--- src/rtl/serial_subtractor.sv ---
// Chunked multi-cycle subtractor: d = a - b - bi, CHUNK bits per clock.
// Define SERIAL_SUBTRACTOR_FLAGS_EN to add registered zf/nf result flags.
module serial_subtractor #(
   parameter int WIDTH = 32,
   parameter int CHUNK = 8
) (
   input  logic             clk,
   input  logic             rst_n,
   input  logic             start,
   input  logic [WIDTH-1:0] a,
   input  logic [WIDTH-1:0] b,
   input  logic             bi,
   output logic             ready,
   output logic             busy,
   output logic             done,
   output logic [WIDTH-1:0] d,
   output logic             bo,
   output logic             ov
`ifdef SERIAL_SUBTRACTOR_FLAGS_EN
   ,
   output logic             zf,
   output logic             nf
`endif
);

   localparam int N  = WIDTH / CHUNK;
   localparam int CW = (N > 1) ? $clog2(N) : 1;

   typedef enum logic [1:0] {IDLE, RUN, DONE} state_t;

   state_t           state_q, state_d;
   logic [WIDTH-1:0] a_q, a_d, b_q, b_d, d_q, d_d;
   logic [CW-1:0]    cnt_q, cnt_d;
   logic             brw_q, brw_d;
   logic             bo_q, bo_d, ov_q, ov_d;
   logic             zf_q, zf_d, nf_q, nf_d;
   logic [CHUNK-1:0] a_k, b_k;
   logic [CHUNK:0]   sub;
   logic             last, accept;

   assign last   = (cnt_q == CW'(N - 1));
   assign accept = start & (state_q != RUN);

   // Extra top bit of the widened difference is the chunk borrow-out
   assign a_k = a_q[cnt_q*CHUNK +: CHUNK];
   assign b_k = b_q[cnt_q*CHUNK +: CHUNK];
   assign sub = {1'b0, a_k} - {1'b0, b_k} - {{CHUNK{1'b0}}, brw_q};

   always_ff @(posedge clk or negedge rst_n) begin
      if (!rst_n) state_q <= IDLE;
      else        state_q <= state_d;
   end

   always_comb begin
      state_d = state_q;
      unique case (state_q)
         IDLE:    if (start) state_d = RUN;
         RUN:     if (last)  state_d = DONE;
         DONE:    state_d = start ? RUN : IDLE;
         default: state_d = IDLE;
      endcase
   end

   always_comb begin
      ready = 1'b0;
      busy  = 1'b0;
      done  = 1'b0;
      unique case (state_q)
         IDLE:    ready = 1'b1;
         RUN:     busy  = 1'b1;
         DONE: begin
            ready = 1'b1;
            done  = 1'b1;
         end
         default: ready = 1'b0;
      endcase
   end

   always_comb begin
      a_d   = a_q;
      b_d   = b_q;
      d_d   = d_q;
      cnt_d = cnt_q;
      brw_d = brw_q;
      bo_d  = bo_q;
      ov_d  = ov_q;
      zf_d  = zf_q;
      nf_d  = nf_q;
      if (accept) begin
         a_d   = a;
         b_d   = b;
         brw_d = bi;
         cnt_d = '0;
      end else if (state_q == RUN) begin
         d_d[cnt_q*CHUNK +: CHUNK] = sub[CHUNK-1:0];
         brw_d = sub[CHUNK];
         cnt_d = last ? '0 : cnt_q + CW'(1);
         if (last) begin
            bo_d = sub[CHUNK];
            ov_d = (a_q[WIDTH-1] != b_q[WIDTH-1]) &
                   (d_d[WIDTH-1] != a_q[WIDTH-1]);
            zf_d = (d_d == '0);
            nf_d = d_d[WIDTH-1];
         end
      end
   end

   always_ff @(posedge clk or negedge rst_n) begin
      if (!rst_n) begin
         a_q   <= '0;
         b_q   <= '0;
         d_q   <= '0;
         cnt_q <= '0;
         brw_q <= 1'b0;
         bo_q  <= 1'b0;
         ov_q  <= 1'b0;
         zf_q  <= 1'b0;
         nf_q  <= 1'b0;
      end else begin
         a_q   <= a_d;
         b_q   <= b_d;
         d_q   <= d_d;
         cnt_q <= cnt_d;
         brw_q <= brw_d;
         bo_q  <= bo_d;
         ov_q  <= ov_d;
         zf_q  <= zf_d;
         nf_q  <= nf_d;
      end
   end

   assign d  = d_q;
   assign bo = bo_q;
   assign ov = ov_q;

`ifdef SERIAL_SUBTRACTOR_FLAGS_EN
   assign zf = zf_q;
   assign nf = nf_q;
`else
   logic unused_flags;
   assign unused_flags = zf_q ^ nf_q;
`endif

endmodule

--- config.mk ---
export PLATFORM = sky130hd
export DESIGN_NAME = serial_subtractor
export DESIGN_NICKNAME = d
export VERILOG_FILES = /design/src/rtl/serial_subtractor.sv
export SDC_FILE = /design/constraint.sdc
export NUM_CORES = 1
export LEC_CHECK = 0
export ABC_AREA = 1
export ABC_CLOCK_PERIOD_IN_PS = 4400
export BUFFER_PORTS_ARGS = -buffer_cell sky130_fd_sc_hd__buf_4
export CELL_PAD_IN_SITES_DETAIL_PLACEMENT = 1
export CELL_PAD_IN_SITES_GLOBAL_PLACEMENT = 2
export CORE_MARGIN = 2
export CORE_UTILIZATION = 32
export DETAILED_ROUTE_END_ITERATION = 8
export PLACE_DENSITY_LB_ADDON = 0.1
export SYNTH_ARGS = -nofsm -noshare
export SYNTH_HDL_FRONTEND = slang
export SYNTH_SLANG_ARGS = --single-unit
--- constraint.sdc ---
create_clock -name clk -period 4.4 [get_ports clk]
set_clock_uncertainty 0.15 [all_clocks]
set_input_delay 1.32 -clock clk [delete_from_list [all_inputs] [get_ports clk]]
set_output_delay 1.32 -clock clk [all_outputs]
set_load 0.05 [all_outputs]
# Word level (Yosys, flattened, before mapping)
# Index checks and enable logic that the tools add are counted.
# word_totals
input_bits	68
wordCells	46
output_inout_bits	37
register_bits	103
# classes
shifts	4
n_addsub	4
n_reduce_logical	6
n_bitwise	3
muxes	13
n_eq_ne	8
# ops
operator	n
$shiftx 32x6->8	2
$neg 5->34	1
$shift 8x34->32 const A	1
$shiftx 8x34->32	1
$bwmux 32	1
$mux 2	5
$sub 8x8->9	1
$sub 9x1->9	1
$mux 1	6
$pmux 2 s3	1
$eq 2x2->1 const B	2
$ne 2x2->1 const B	2
$reduce_and 2->1	2
$reduce_and 3->1	1
$add 2x1->2 const B	1
$and 1x1->1	2
$eq 2x1->1 const B	1
$logic_not 2->1	1
$ne 1x1->1	2
$ne 2x1->1 const B	1
$reduce_bool 2->1	1
$reduce_or 2->1	1
$not 1->1	1

# Depth between registers and ports, before layout
# Gate-level depths: netlist of run 1.
# depth
word_depth	7
mapped_depth	22
mapped_depth_nobuf	20

# Least setup slack after synthesis of run 1
# OpenSTA, ideal clock, no wires.
# synth_path
path_type	reg2reg
startpoint	register cnt_q[1]
endpoint	register d_q[14] (netlist: d[14])
stages_incl_launch_ff	17
arrival_ps	2914
n_path_buf	2
setup_time_ps	130
slack_ps	1206
period_less_slack_ps	3194
required_ps	4120
path_cell_list	dfrtp_1 buf_4 inv_2 clkbuf_1 a21oi_1 a32o_1 fa_1 fa_1 nor2_1 o21bai_2 nand2_1 nand2_1 a21oi_2 xor2_1 nor2_1 nand2_1 o21ai_1
# synth_via
elab_chain_len	5
word_cells_on_any_way	8
classes_between	3 x add/sub; 4 x shift; 1 x mux
# synth_rtl
element	line_no	rtl
from (decl)	33	logic [CW-1:0] cnt_q, cnt_d;
from (signal assigned)	123	cnt_q <= cnt_d;
$shiftx 32x6->8 (on tied branches)	45, 46	
$sub 8x8->9	47	assign sub = {1'b0, a_k} - {1'b0, b_k} - {{CHUNK{1'b0}}, brw_q};
$sub 9x1->9	47	
$shiftx 8x34->32	95	d_d[cnt_q*CHUNK +: CHUNK] = sub[CHUNK-1:0];
$bwmux 32 *	95	
to (signal assigned)	112	d_q <= '0;
to (signal assigned)	122	d_q <= d_d;
to (decl)	32	logic [WIDTH-1:0] a_q, a_d, b_q, b_d, d_q, d_d;
# Every way passes the cells marked *; elsewhere a longest branch is shown, timed or not.
# A chain may end at the register's enable or synchronous reset.

# Final worst setup path of run 1
# layout_path
startpoint	register cnt_q[0]
endpoint	register d_q[14] (netlist: d[14])
# Same word-level chain as after synthesis.

==> results of run 1 <==
-- how the worst max path moves through the flow --
stage,startpoint,cells past startpoint,slack [ns],to
global route,cnt_q[0]$_DFFE_PN0P_,15,0.64,d[14]$_DFFE_PN0P_
floorplan,cnt_q[1]$_DFFE_PN0P_,16,1.21,d[14]$_DFFE_PN0P_
CTS,cnt_q[0]$_DFFE_PN0P_,15,0.89,d[14]$_DFFE_PN0P_
finish,cnt_q[0]$_DFFE_PN0P_,15,0.93,d[14]$_DFFE_PN0P_
detailed placement,cnt_q[0]$_DFFE_PN0P_,15,0.91,d[14]$_DFFE_PN0P_
global placement,cnt_q[0]$_DFFE_PN0P_,15,1.00,d[14]$_DFFE_PN0P_
-- flip-flops by register name (all words and copies together) (netlist names) --
signal and cells:
a_q 32, b_q 32, bo 1, brw_q 1, cnt_q 2, d 32
ov 1, state_q 2
-- synthesized netlist by cell type --
cell / n / area share
xor2_1: 3 / 0.0052
buf_1: 1 / 0.00075
buf_6: 1 / 0.0022
a21oi_1: 13 / 0.013
nand4_1: 1 / 0.0012
buf_4: 1 / 0.0015
o21ai_0: 57 / 0.057
nand2_1: 241 / 0.18
nor2_1: 31 / 0.023
xnor2_1: 3 / 0.0052
inv_1: 34 / 0.025
inv_6: 1 / 0.0017
inv_2: 4 / 0.0030
nand3_2: 2 / 0.0040
nand3_1: 10 / 0.010
nor3_1: 1 / 0.0010
and2_4: 1 / 0.0017
nand2_2: 5 / 0.0062
o21bai_2: 1 / 0.0022
o31ai_1: 8 / 0.012
clkbuf_1: 19 / 0.014
o22ai_1: 8 / 0.010
a21oi_2: 1 / 0.0017
dfrtp_1: 103 / 0.51
buf_2: 7 / 0.0070
o21ai_2: 2 / 0.0035
a32o_1: 7 / 0.014
fa_1: 2 / 0.0080
nor2_2: 1 / 0.0012
nand4_2: 2 / 0.0050
o21ai_1: 18 / 0.018
ha_1: 18 / 0.045
o221ai_1: 1 / 0.0017
-- through the flow --
step	utilization	cells	hold WS, ns
5_1_grt	0.418	918	0.351
3_5_place_dp	0.393	902	0.307
4_1_cts	0.418	918	0.325
6_report	0.418	918	0.319
3_3_place_gp	0.393	902	0.303
2_1_floorplan	-	608	0.287
-- layout make-up --
type	instances	area (um^2)
inverters	39	151
flip-flops and latches	103	2580
well taps	211	264
clock buffers	11	253
multi-input cells	437	2170
clock inverters	5	128
repair buffers	112	841
fillers	1852	8880
-- per-layer routing --
layer	wire (um)	share of wire
met3	457	0.032
met4	389	0.027
met5	0	0
met2	6830	0.47
met1	6780	0.47
-- cells by family (layout without fill, tap and decap cells) --
family / Yosys count / in the layout / synth area share
AO/OA/AOI/OAI: 116 / 116 / 0.133
XOR/XNOR: 6 / 6 / 0.0105
adder cells (fa/ha/maj): 20 / 20 / 0.0529
buffers and inverters: 68 / 167 / 0.0559
flip-flops: 103 / 103 / 0.514
AND/OR/NAND/NOR: 295 / 295 / 0.234
-- tightest hold or removal path, delay by kind of cell (launching register included) --
kind | cells | cell delay, ns
DFF | 1 | 0.34
and+or+nand+nor | 2 | 0.09
==> flow_summary_export.csv, run 1 <==
group,metric,value,unit
finish,fin_area,6380,um^2
global_route,grt_pass1_wl,23.5,mm
finish,layout_common_cells,"241 x nand2_1, 112 x buf_4, 103 x dfrtp_1",
finish,drive_gt1_frac,0.211,
logic_synthesis,synthCells,608,
setup_path,cp_max_fo,37,
setup_path,critPathSlowestCell,"dfrtp_1",
clocking,h-tree-depth,3,
sta,max_slew.worst_pin.slew,1.12,ns
global_route,met1_usage,0.234,
finish,syn2layout_area_growth,27.2,%
finish,diodes,0,
setup_path,cp_common_cell,"nand2_1",
detailed_routing,routed_wl,14.5,mm
min_path,worstHoldStart,"b_q[22]$_DFFE_PN0P_",
sta,period_share,0.790,
die,die_x,129,um
die,initial_core_util,0.329,
outcome,status,"completed",
detailed_routing,vias_per_cell,4.75,
logic_synthesis,yosys_warnings,0,
setup_path,ff2ff_path_depth,15,
min_path,whs_path_depth,2,
clocking,cts_buffers,9,
global_route,grtUsageMet3,0.0264,
sta,tns,0,ns
logic_synthesis,syn_area_per_cell,8.25,um^2
global_route,antenna_found_initial,0,
global_route,grt_use_met2,0.305,
logic_synthesis,ys_seq_area_frac,0.514,
detailed_routing,dr.pass1.iters,4,
placed_design,place_ws,0.905,ns
sta,finalMaxSlewViolations,0,
min_path,holdPathEnd,"b_q[22]$_DFFE_PN0P_",
setup_path,crit_family,"adder cells",
clocking,cts_num_sinks,103,
sta,finalHoldViolations,0,
sta,rsz0062_at_grt,"false",
setup_path,slowest_delay,0.45,ns
finish,finalNetCount,790,
setup_path,crit_buf_inv,2,
min_path,min_path_type,"register to register",
placed_design,gp_congestion,0.830,
detailed_routing,drc,0,
detailed_routing,drtIter0Drc,135,
die,fp.dieH,129,um
die,core,15300,um^2
setup_path,cp-end-kind,"register",
die,io_pins,105,
setup_path,reg2reg_slack,0.93,ns
sta,min_period,3.47,ns
setup_path,r2r_end,"d[14]$_DFFE_PN0P_",
detailed_routing,wire_per_inst,15.8,um
clocking,cts.clk_slew.worst_paths,0.07,ns
setup_path,required,4.48,ns
setup_path,cp.arrival,3.55,ns
detailed_routing,ant_nets,0,
finish,layout_commonest_cell,"nand2_1",
logic_synthesis,synth_area,5020,um^2
setup_path,start_kind,"register",
clocking,post_cts_resized,0,
detailed_routing,vias,4361,
placed_design,hpwl,10.5,mm
placed_design,dpl_cell_area,6000,um^2
global_route,grt_pass1_vias,4584,
sta,max_slew_margin,0.251,
sta,max_freq,288,MHz
setup_path,r2r_start,"cnt_q[0]$_DFFE_PN0P_",
global_route,grt_overflow_total,0,
logic_synthesis,synthesis.nets,696,
clocking,cts_tree,"done",
clocking,root_buffer,"clkbuf_16",
clocking,cts_hold_buf,0,
die,rows,45,
global_route,grt.busiest_layer,"met2",
placed_design,io_buffer_count,104,
global_route,grt_max_degree,86,
setup_path,critPathKind,"register to register",
sta,setup_ws,0.925,ns
sta,setup_viol,0,
clocking,post_cts_buffers,0,
logic_synthesis,ys_types,33,
die,die_area,16700,um^2
setup_path,cp_cell_sequence,"buf_4 > inv_6 > nand2_1 > a32o_1 > fa_1 > fa_1 > nor2_1 > o21bai_2 > nand2_1 > nand2_1 > a21oi_2 > xor2_1 > nor2_1 > nand2_1 > o21ai_1",
logic_synthesis,ys_seq_elements,103,
run,max_cap_violations,0,
global_route,track_usage,0.182,
clocking,clkLatencyLatePin,0.35,ns
clocking,clk_path_buf_depth,2,
Power of run 1 is not shown: default switching activity piles up to over one toggle a cycle in this logic, so the estimate is an artifact.
==> run 2, diff against run 1 <==
--- a/config.mk
+++ b/config.mk
@@ -6,7 +6,7 @@
 export NUM_CORES = 1
 export LEC_CHECK = 0
 export ABC_AREA = 1
-export ABC_CLOCK_PERIOD_IN_PS = 4400
+export ABC_CLOCK_PERIOD_IN_PS = 3300
 export BUFFER_PORTS_ARGS = -buffer_cell sky130_fd_sc_hd__buf_4
 export CELL_PAD_IN_SITES_DETAIL_PLACEMENT = 1
 export CELL_PAD_IN_SITES_GLOBAL_PLACEMENT = 2
==> constraint.sdc (replaced) <==
create_clock -name clk -period 3.3 [get_ports clk]
set_clock_uncertainty 0.15 [all_clocks]
set_input_delay 0.99 -clock clk [delete_from_list [all_inputs] [get_ports clk]]
set_output_delay 0.99 -clock clk [all_outputs]
set_load 0.05 [all_outputs]
==> run 2 against run 1 <==
  * Register-to-register slack worse by 0.71 ns
  * Routed wire length up 1.8%
  * Hold slack gained 0.0038 ns
  * Utilization increased by 0.28 points
  * Critical endpoint unchanged
  * Largest cell class unchanged
  * Highest routed layer unchanged
==> flow_summary_export.csv, run 2 (synthesis gave the netlist of run 1 again) <==
group,metric,value,unit
detailed_routing,wire_per_inst,15.9,um
run,max_cap_violations,0,
outcome,status,"completed",
global_route,grtUsageMet3,0.0215,
die,die_area,16700,um^2
setup_path,cp.arrival,3.16,ns
setup_path,cp-end-kind,"register",
finish,layout_common_cells,"241 x nand2_1, 119 x buf_4, 102 x dfrtp_1",
detailed_routing,ant_nets,0,
detailed_routing,vias_per_cell,4.73,
clocking,cts_buffers,9,
sta,max_slew.worst_pin.slew,0.582,ns
setup_path,slowest_delay,0.48,ns
setup_path,cp_common_cell,"nand2_1",
placed_design,gp_congestion,0.801,
sta,tns,0,ns
sta,finalMaxSlewViolations,0,
clocking,cts.clk_slew.worst_paths,0.07,ns
global_route,track_usage,0.184,
detailed_routing,vias,4388,
global_route,grt_overflow_total,0,
sta,max_slew_margin,0.612,
sta,setup_viol,0,
die,io_pins,105,
die,core,15300,um^2
sta,finalHoldViolations,0,
clocking,cts_num_sinks,103,
global_route,grt.busiest_layer,"met2",
sta,rsz0062_at_grt,"false",
finish,finalNetCount,800,
setup_path,critPathKind,"register to register",
global_route,grt_max_degree,68,
setup_path,start_kind,"register",
detailed_routing,dr.pass1.iters,4,
die,fp.dieH,129,um
detailed_routing,drc,0,
setup_path,cp_cell_sequence,"inv_4 > nand2_1 > a32o_1 > fa_1 > fa_1 > nor2_1 > o21bai_2 > nand2_1 > nand2_1 > a21oi_2 > xor2_1 > nor2_1 > nand2_1 > o21ai_1",
finish,diodes,0,
global_route,grt_use_met2,0.313,
min_path,min_path_type,"register to register",
sta,max_freq,324,MHz
setup_path,cp_max_fo,13,
clocking,clkLatencyLatePin,0.35,ns
die,die_x,129,um
global_route,grt_pass1_wl,23.7,mm
detailed_routing,routed_wl,14.7,mm
clocking,cts_tree,"done",
die,rows,45,
placed_design,hpwl,11.1,mm
clocking,clk_path_buf_depth,2,
clocking,h-tree-depth,3,
placed_design,io_buffer_count,104,
global_route,grt_pass1_vias,4489,
global_route,antenna_found_initial,0,
finish,syn2layout_area_growth,28.0,%
setup_path,critPathSlowestCell,"dfrtp_2",
finish,layout_commonest_cell,"nand2_1",
sta,period_share,0.936,
finish,drive_gt1_frac,0.222,
clocking,root_buffer,"clkbuf_16",
detailed_routing,drtIter0Drc,164,
global_route,met1_usage,0.241,
die,initial_core_util,0.329,
setup_path,required,3.38,ns
sta,min_period,3.09,ns
-- run 2: cell types whose count changed in the layout (fill, tap and decap cells not counted), sizes merged --
cell and delta:
buf +9, bufinv -2, clkbuf +1, clkinv +2
clkinvlp -1
-- run 2: through the flow --
stage,cells,worst slack (ns),instance area [um^2],hold slack [ns],util
2_1_floorplan,608,0.106,5020,0.287,-
3_3_place_gp,911,0.300,6080,0.309,0.398
3_5_place_dp,911,0.175,6080,0.311,0.398
4_1_cts,926,0.159,6410,0.328,0.420
5_1_grt,927,0.0229,6420,0.348,0.421
6_report,927,0.212,6420,0.323,0.421
-- run 2: area by class of cell --
cell class,count,area (um^2)
inverter,39,151
timing repair buffer,121,925
fill,1838,8840
sequential,103,2580
multi-input combinational,437,2170
clock buffer,12,267
clock inverter,3,65.1
timing repair inverter,1,6.26
tap,211,264
-- run 2: critical path, delay by kind of cell, from the launching register on --
kind                     cells  cell delay, ns
AO/OA/AOI/OAI                4            0.54
adder cells (fa/ha/maj)      2            0.91
AND/OR/NAND/NOR              6            0.50
XOR/XNOR                     1            0.20
buffers and inverters        1            0.17
flip-flops                   1            0.48
-- run 2: per-layer routing --
metal,vias up,wire length (um)
li1,2171,-
met1,2115,6800
met2,89,7220
met3,13,483
met4,0,218
met5,-,0
-- run 2: timing repair --
| item | CTS | global route |
|---|---|---|
| resized for setup | 0 | 4 |
| hold buffers | 0 | 0 |
| setup endpoints to repair | 0 | 6 |
| setup buffers | 0 | 0 |
-- run 2: final timing paths --
check	cells past startpoint	slack (ns)	startpoint	endpoint
max	14	0.21	cnt_q[0]$_DFFE_PN0P_	d[14]$_DFFE_PN0P_
min	2	0.32	b_q[11]$_DFFE_PN0P_	b_q[11]$_DFFE_PN0P_
max reg2reg	14	0.21	cnt_q[0]$_DFFE_PN0P_	d[14]$_DFFE_PN0P_
min reg2reg	2	0.32	b_q[11]$_DFFE_PN0P_	b_q[11]$_DFFE_PN0P_
max in group asynchronous	2	1.87	rst_n	a_q[7]$_DFFE_PN0P_
min in group asynchronous	1	0.46	rst_n	d[17]$_DFFE_PN0P_
Power of run 2 is left out for the same reason.
